==> config.mk <==
export PLATFORM = sky130hd
export DESIGN_NAME = program_loader
export DESIGN_NICKNAME = d
export VERILOG_FILES = /design/src/rtl/program_loader.sv
export SDC_FILE = /design/constraint.sdc
export NUM_CORES = 1
export LEC_CHECK = 0
export CORE_MARGIN = 2
export CORE_UTILIZATION = 40
export DETAILED_ROUTE_END_ITERATION = 12
export PLACE_DENSITY = 0.64
export SYNTH_ARGS = -nofsm -noshare
export SYNTH_HDL_FRONTEND = slang
export SYNTH_SLANG_ARGS = --single-unit
export TNS_END_PERCENT = 30
==> constraint.sdc <==
create_clock -name clk -period 3.35 [get_ports clk]
set_input_delay 1.005 -clock clk [delete_from_list [all_inputs] [get_ports clk]]
set_output_delay 1.005 -clock clk [all_outputs]
set_load 0.02 [all_outputs]
==> src/rtl/program_loader.sv <==
// rtl/program_loader.sv - byte-stream loader that fills program memory and holds the CPU until done
// Optional checksum word after the payload: define PROGRAM_LOADER_CHECKSUM_EN.
module program_loader #(
    parameter int                    MEMORY_DEPTH = 32,
    parameter int                    DATA_WIDTH   = 32,
    parameter logic [DATA_WIDTH-1:0] BASE_ADDRESS = '0
) (
    input  logic                  clk,
    input  logic                  reset,
    input  logic                  Start,
    input  logic [7:0]            ByteIn,
    input  logic                  ByteValid,
    output logic                  ByteReady,
    output logic                  MemWrite,
    output logic [DATA_WIDTH-1:0] MemAddress,
    output logic [DATA_WIDTH-1:0] MemWriteData,
    output logic                  CpuHold,
    output logic                  Done,
    output logic                  Error
);

`ifdef PROGRAM_LOADER_CHECKSUM_EN
    typedef enum logic [2:0] {S_IDLE, S_HEADER, S_LOAD, S_CHECK, S_FLUSH, S_DONE} state_t;
    logic [31:0] sum;
`else
    typedef enum logic [2:0] {S_IDLE, S_HEADER, S_LOAD, S_FLUSH, S_DONE} state_t;
`endif

    state_t                state;
    logic [1:0]            byte_cnt;
    logic [23:0]           shift;
    logic [DATA_WIDTH-1:0] word_count;
    logic [DATA_WIDTH-1:0] word_index;
    logic [31:0]           word;
    logic                  accept;
    logic                  word_done;

    // Assembled word is only meaningful when the 4th byte is on ByteIn.
    assign accept    = ByteValid && ByteReady;
    assign word      = {shift, ByteIn};
    assign word_done = accept && (byte_cnt == 2'd3);

    always_ff @(posedge clk or negedge reset) begin
        if (!reset) begin
            state        <= S_IDLE;
            byte_cnt     <= 2'd0;
            shift        <= '0;
            word_count   <= '0;
            word_index   <= '0;
            ByteReady    <= 1'b0;
            MemWrite     <= 1'b0;
            MemAddress   <= BASE_ADDRESS;
            MemWriteData <= '0;
            CpuHold      <= 1'b1;
            Done         <= 1'b0;
            Error        <= 1'b0;
`ifdef PROGRAM_LOADER_CHECKSUM_EN
            sum          <= '0;
`endif
        end else begin
            MemWrite <= 1'b0;
            if (accept) begin
                shift    <= {shift[15:0], ByteIn};
                byte_cnt <= byte_cnt + 2'd1;
            end
            case (state)
                S_IDLE, S_DONE: begin
                    if (Start) begin
                        state      <= S_HEADER;
                        ByteReady  <= 1'b1;
                        CpuHold    <= 1'b1;
                        Done       <= 1'b0;
                        Error      <= 1'b0;
                        word_index <= '0;
                        byte_cnt   <= 2'd0;
`ifdef PROGRAM_LOADER_CHECKSUM_EN
                        sum        <= '0;
`endif
                    end
                end
                S_HEADER: begin
                    if (word_done) begin
                        word_count <= word;
                        if (word == 32'd0) begin
                            state     <= S_DONE;
                            ByteReady <= 1'b0;
                            Done      <= 1'b1;
                            CpuHold   <= 1'b0;
                        end else if (word > 32'(MEMORY_DEPTH)) begin
                            state     <= S_DONE;
                            ByteReady <= 1'b0;
                            Done      <= 1'b1;
                            Error     <= 1'b1;
                        end else begin
                            state <= S_LOAD;
                        end
                    end
                end
                S_LOAD: begin
                    if (word_done) begin
                        MemWrite     <= 1'b1;
                        MemWriteData <= word;
                        MemAddress   <= BASE_ADDRESS + (word_index << 2);
                        word_index   <= word_index + 32'd1;
`ifdef PROGRAM_LOADER_CHECKSUM_EN
                        sum          <= sum + word;
                        if (word_index + 32'd1 == word_count)
                            state <= S_CHECK;
`else
                        if (word_index + 32'd1 == word_count) begin
                            state     <= S_FLUSH;
                            ByteReady <= 1'b0;
                        end
`endif
                    end
                end
`ifdef PROGRAM_LOADER_CHECKSUM_EN
                S_CHECK: begin
                    if (word_done) begin
                        state     <= S_DONE;
                        ByteReady <= 1'b0;
                        Done      <= 1'b1;
                        Error     <= (word != sum);
                        CpuHold   <= (word != sum);
                    end
                end
`endif
                // Last write pulse is on the bus this cycle; Done follows it.
                S_FLUSH: begin
                    state   <= S_DONE;
                    Done    <= 1'b1;
                    CpuHold <= 1'b0;
                end
                default: state <= S_IDLE;
            endcase
        end
    end

endmodule
-- After elaboration in Yosys (flattened, before gate mapping)
Cells that the tools add are included.
- register bits after elaboration: 160
- input port bits: 12
- output and inout port bits: 69
- logic and storage cells: 79
- $add $sub $neg: 2
- magnitude comparators: 1
- equality and inequality tests: 14
- mux-type cells: 33
- reductions and logical operators: 17
- operators by type and width (operator ; count):
    32-bit two-way mux ; 2
    32-bit case mux with 2 select lines ; 1
    32-bit by 1-bit adder with 32-bit output (second input constant) ; 1
    32-bit equality test ; 1
    32-bit by 6-bit > comparator with 1-bit output (second input constant) ; 1
    32-bit zero test ; 1
    3-bit two-way mux ; 6
    1-bit two-way mux ; 16
    2-bit != test (second input constant) ; 7
    3-bit case mux with 4 select lines ; 1
    4-bit AND reduction ; 3
    1-bit case mux with 3 select lines ; 3
    3-bit by 2-bit equality test with 1-bit output (second input constant) ; 2
    2-bit two-way mux ; 3
    6-bit AND reduction ; 1
    3-bit nonzero test ; 2
    5-bit AND reduction ; 1
    2-bit AND reduction ; 2
    2-bit nonzero test ; 2
    3-bit by 1-bit equality test with 1-bit output (second input constant) ; 1
    3-bit equality test (second input constant) ; 1
    3-bit zero test ; 1
    3-bit != test (second input constant) ; 1
    3-bit AND reduction ; 1
    5 further kinds ; 6

-- Depth between registers and ports, before layout
- depth after elaboration: 5
- mapped depth: 10
- depth with buffers taken out: 9

-- Least setup slack after synthesis
Ideal clock, no wire load.
- path type: reg-to-reg
- start: reg word_index[0]
- end: reg ByteReady
- setup time: 0.120 ns
- data arrival time: 2.526 ns
- data required time: 3.230 ns
- setup slack: 0.704 ns
- stages on the path, launching flop included: 11
- buffers on the path: 1
- clock period less this slack: 2.646 ns
- cells stage by stage: dfrtp_1 ha_1 clkbuf_1 nand3_1 nor3_2 nand2_1 xnor2_1 or4_1 nor3_1 nand4_1 a31o_1
- word-level cells in the longest chain between the ends: 4
- RTL lines (element ; RTL line ; RTL):
    start: declaration ; 33 ; logic [DATA_WIDTH-1:0] word_index;
    start signal: assignment ; 104 ; word_index <= word_index + 32'd1;
    32-bit by 1-bit adder with 32-bit output ; 110 ; if (word_index + 32'd1 == word_count) begin
    32-bit equality test ; 110 ;
    2-bit != test (no source line) ; -- ;
    6-bit AND reduction (no source line) ; -- ;
    end signal: assignment ; 86 ; ByteReady <= 1'b0;
    end signal: assignment ; 91 ; ByteReady <= 1'b0;
    end signal: assignment ; 112 ; ByteReady <= 1'b0;
    end: declaration ; 13 ; output logic ByteReady,
Every way passes these cells.
A chain may end at the register's enable or synchronous reset.

-- Worst setup path in the final report
- start: reg word_index[10]
- end: reg ByteReady
Same word-level chain as after synthesis.

==> results.json <==
{
  "status": "finished, final reports clean",
  "endpoint_kind": "register",
  "gr-total-overflow": 0,
  "tightest_slew_ns": 0.642,
  "htree_num_levels": 4,
  "clock_latency_ns": 0.43,
  "p_leak_nw": 4.31,
  "grt_pass1_vias": 5795,
  "place_hpwl_um": 12800,
  "coreArea_um2": 18700,
  "crit_buf_inv": 1,
  "area_growth_pct": 21.8,
  "numCtsBuffers": 17,
  "hold_viol_final": 0,
  "max_stage_delay_ns": 0.57,
  "critical_path.top_delay_family": "simple AND/OR/NAND/NOR gates",
  "drt_pass1_iterations": 4,
  "fin_area_um2": 9310,
  "syn-mean-instance-area_um2": 9.67,
  "grt_max_degree": 65,
  "final-max-slew-violation-count": 0,
  "ctsHoldBuffers": 0,
  "drc_errors": 0,
  "multi_input_comb_area_um2": 3410,
  "ios": 81,
  "vias": 5915,
  "drv_cap": 0,
  "postSynthCellCount": 791,
  "rsz0062_at_grt": "false",
  "ys_types": 57,
  "fin_tns_setup_ns": 0,
  "min_path_type": "register to register",
  "antenna_found_initial": 0,
  "path_cells": "nand4_1, nor4_4, buf_4, nand3_1, xnor2_1, nand3_1, nor4_1, nand4_1, a31o_1",
  "clock-skew-final_ns": 0.0105,
  "critPathMaxFanout": 11,
  "required_ns": 3.67,
  "ant_nets": 0,
  "gp_congestion": 0.858,
  "wl_per_cell_um": 17.0,
  "finalSetupViolCount": 0,
  "cp_slowest_cell": "dfrtp_1",
  "dpl-instance-area_um2": 8750,
  "rows": 50,
  "yosys_warnings": 0,
  "antenna_cells": 0,
  "n_fill_cell": 1702,
  "track_usage_pct": 19.7,
  "yosysSeqAreaShare_pct": 52.4,
  "fp.dieH_um": 142,
  "period_share_pct": 84.3,
  "start_util_pct": 40.9,
  "routed_wl_um": 18800,
  "worstSetupPathType": "register to register",
  "ys_ff_latch": 160,
  "seq_area_um2": 4010,
  "cts-root-buf": "clkbuf_16",
  "vias_per_cell": 5.33,
  "cts.clk_slew.worst_paths_ns": 0.07,
  "die_w_um": 142,
  "cts_resized": 0,
  "synth-main-ff-cell": "dfrtp_1",
  "cts_sinks": 160,
  "nets": 877,
  "ir_drop_mv": 0.390,
  "grt_pass1_wl_um": 31300,
  "fmax_ghz": 0.354,
  "maxSlewHeadroom_pct": 57.2,
  "synth-edff-count": 0,
  "io_buffers": 78,
  "dieArea_um2": 20200,
  "power_density_nw_per_um2": 591,
  "start_kind": "register",
  "layout-drive-gt1-share_pct": 14.0,
  "cts_tree": "done",
  "drt_iter0_markers": 387,
  "syn_area_um2": 7650,
  "synthArstFlopShare_pct": 100,
  "arrival_ns": 3.14,
  "cts_setup_buffers": 0,
  "min_period_ns": 2.82,
  "cts.path.max_buffers": 2
}
[sequential cells by signal, indices dropped and copies added (netlist names), 2 cells and up]
signal / cells
word_count: 32
MemAddress: 30
MemWriteData: 32
shift: 24
word_index: 32
byte_cnt: 2
state: 3
[synth_stat cells (all sizes together) (2+ instances only)]
master / n / share of area [%]
and2: 4 / 0.33
o31ai: 16 / 1.6
nand2b: 5 / 0.41
o31a: 2 / 0.23
or2: 2 / 0.16
nand3: 20 / 1.3
and4: 7 / 0.80
nor3: 11 / 0.93
nor2b: 2 / 0.16
a21oi: 11 / 0.72
buf: 15 / 1.1
a31oi: 6 / 0.49
xor2: 14 / 1.6
o41ai: 3 / 0.34
o21ai: 54 / 3.5
nor2: 33 / 1.7
nand4: 19 / 1.8
ha: 2 / 0.33
nand2: 220 / 11
nor4: 16 / 1.6
or3: 4 / 0.33
dfrtp: 159 / 52
nand3b: 4 / 0.39
xnor2: 33 / 3.8
inv: 8 / 0.39
o22ai: 2 / 0.16
mux2: 56 / 8.2
and3: 6 / 0.49
a21o: 5 / 0.49
a221oi: 2 / 0.23
clkbuf: 34 / 1.7
[worst paths after layout]
kind | startpoint | to | slack, ns | depth (start not counted)
max | word_index[10]$_DFFE_PN0P_ | ByteReady$_DFFE_PN0P_ | 0.53 | 9
min | MemAddress[7]$_DFFE_PN0P_ | MemAddress[7]$_DFFE_PN0P_ | 0.47 | 2
max reg2reg | word_index[10]$_DFFE_PN0P_ | ByteReady$_DFFE_PN0P_ | 0.53 | 9
min reg2reg | MemAddress[7]$_DFFE_PN0P_ | MemAddress[7]$_DFFE_PN0P_ | 0.47 | 2
max in group asynchronous | reset | MemAddress[7]$_DFFE_PN0P_ | 1.99 | 2
min in group asynchronous | reset | MemWrite$_DFF_PN0_ | 0.57 | 1
[cell families after synthesis]
group / count (synthesis) / synth area share, %
mux: 56 / 8.25
xor+xnor: 47 / 5.38
flops: 160 / 52.4
fa+ha+maj: 2 / 0.327
other cells: 1 / 0.0490
compound gates: 110 / 8.80
buf+inv: 57 / 3.16
simple gates: 358 / 21.7
[area by class of cell]
| type | count | area share, % |
|---|---|---|
| Inverter | 8 | 0.322 |
| Multi-Input combinational cell | 575 | 36.6 |
| Clock inverter | 12 | 1.13 |
| Timing Repair Buffer | 101 | 10.9 |
| Tap cell | 234 | 3.14 |
| Sequential cell | 160 | 43.0 |
| Clock buffer | 20 | 4.90 |
[worst reg2reg max path: cells and delay by family (launching register included)]
family	cells	cell delay, ns
simple gates	6	1.53
buf+inv	1	0.19
compound gates	1	0.26
flops	1	0.57
xor+xnor	1	0.18
[where the power goes]
group / leakage, nW / switching, mW / internal, mW
Sequential: 2.16 / 0.415 / 2.24
Combinational: 1.88 / 0.447 / 0.550
Clock: 0.268 / 0.850 / 1.01
[metal layers]
metal	up-vias	routed length, um	track usage [%]
met3	15	961	3.90
met5	-	0	0
met1	2880	9290	28.6
met2	156	8360	30.1
met4	0	232	5.42
li1	2864	-	-
[layout by cell type (no fill, tap or decap), types with 4 or more instances in the layout]
cell,synthesis,layout
nand2b_1,5,5
or3_1,4,4
mux2_2,56,56
buf_4,5,18
o31ai_1,16,16
clkdlybuf4s50_1,0,77
a31oi_1,6,6
and3_1,6,6
clkbuf_16,0,17
dfrtp_1,159,159
nor3_1,9,9
nand3_1,20,20
a21o_1,5,5
nor4_1,14,14
a21oi_1,11,11
nand4_1,18,18
o21ai_0,53,53
nand2_1,220,220
clkinv_4,0,5
and4_1,7,7
xor2_1,14,14
buf_12,0,5
inv_1,7,7
and2_1,4,4
xnor2_1,33,33
nor2_1,32,32
nand3b_1,4,4
[metrics by stage]
| stage | total power [mW] | instances | hold WS (ns) | setup WS (ns) | util, % |
|---|---|---|---|---|---|
| after detailed placement | 3.68 | 1078 | 0.462 | 0.330 | 46.8 |
| after CTS | 5.53 | 1110 | 0.479 | 0.527 | 49.8 |
| after global placement | 3.66 | 1078 | 0.462 | 0.337 | 46.8 |
| after floorplan | 3.26 | 792 | 0.470 | 0.704 | - |
| after global routing | 5.76 | 1110 | 0.491 | 0.354 | 49.8 |
| final | 5.51 | 1110 | 0.471 | 0.526 | 49.8 |
No activity file was read; power rests on OpenSTA's default activity.
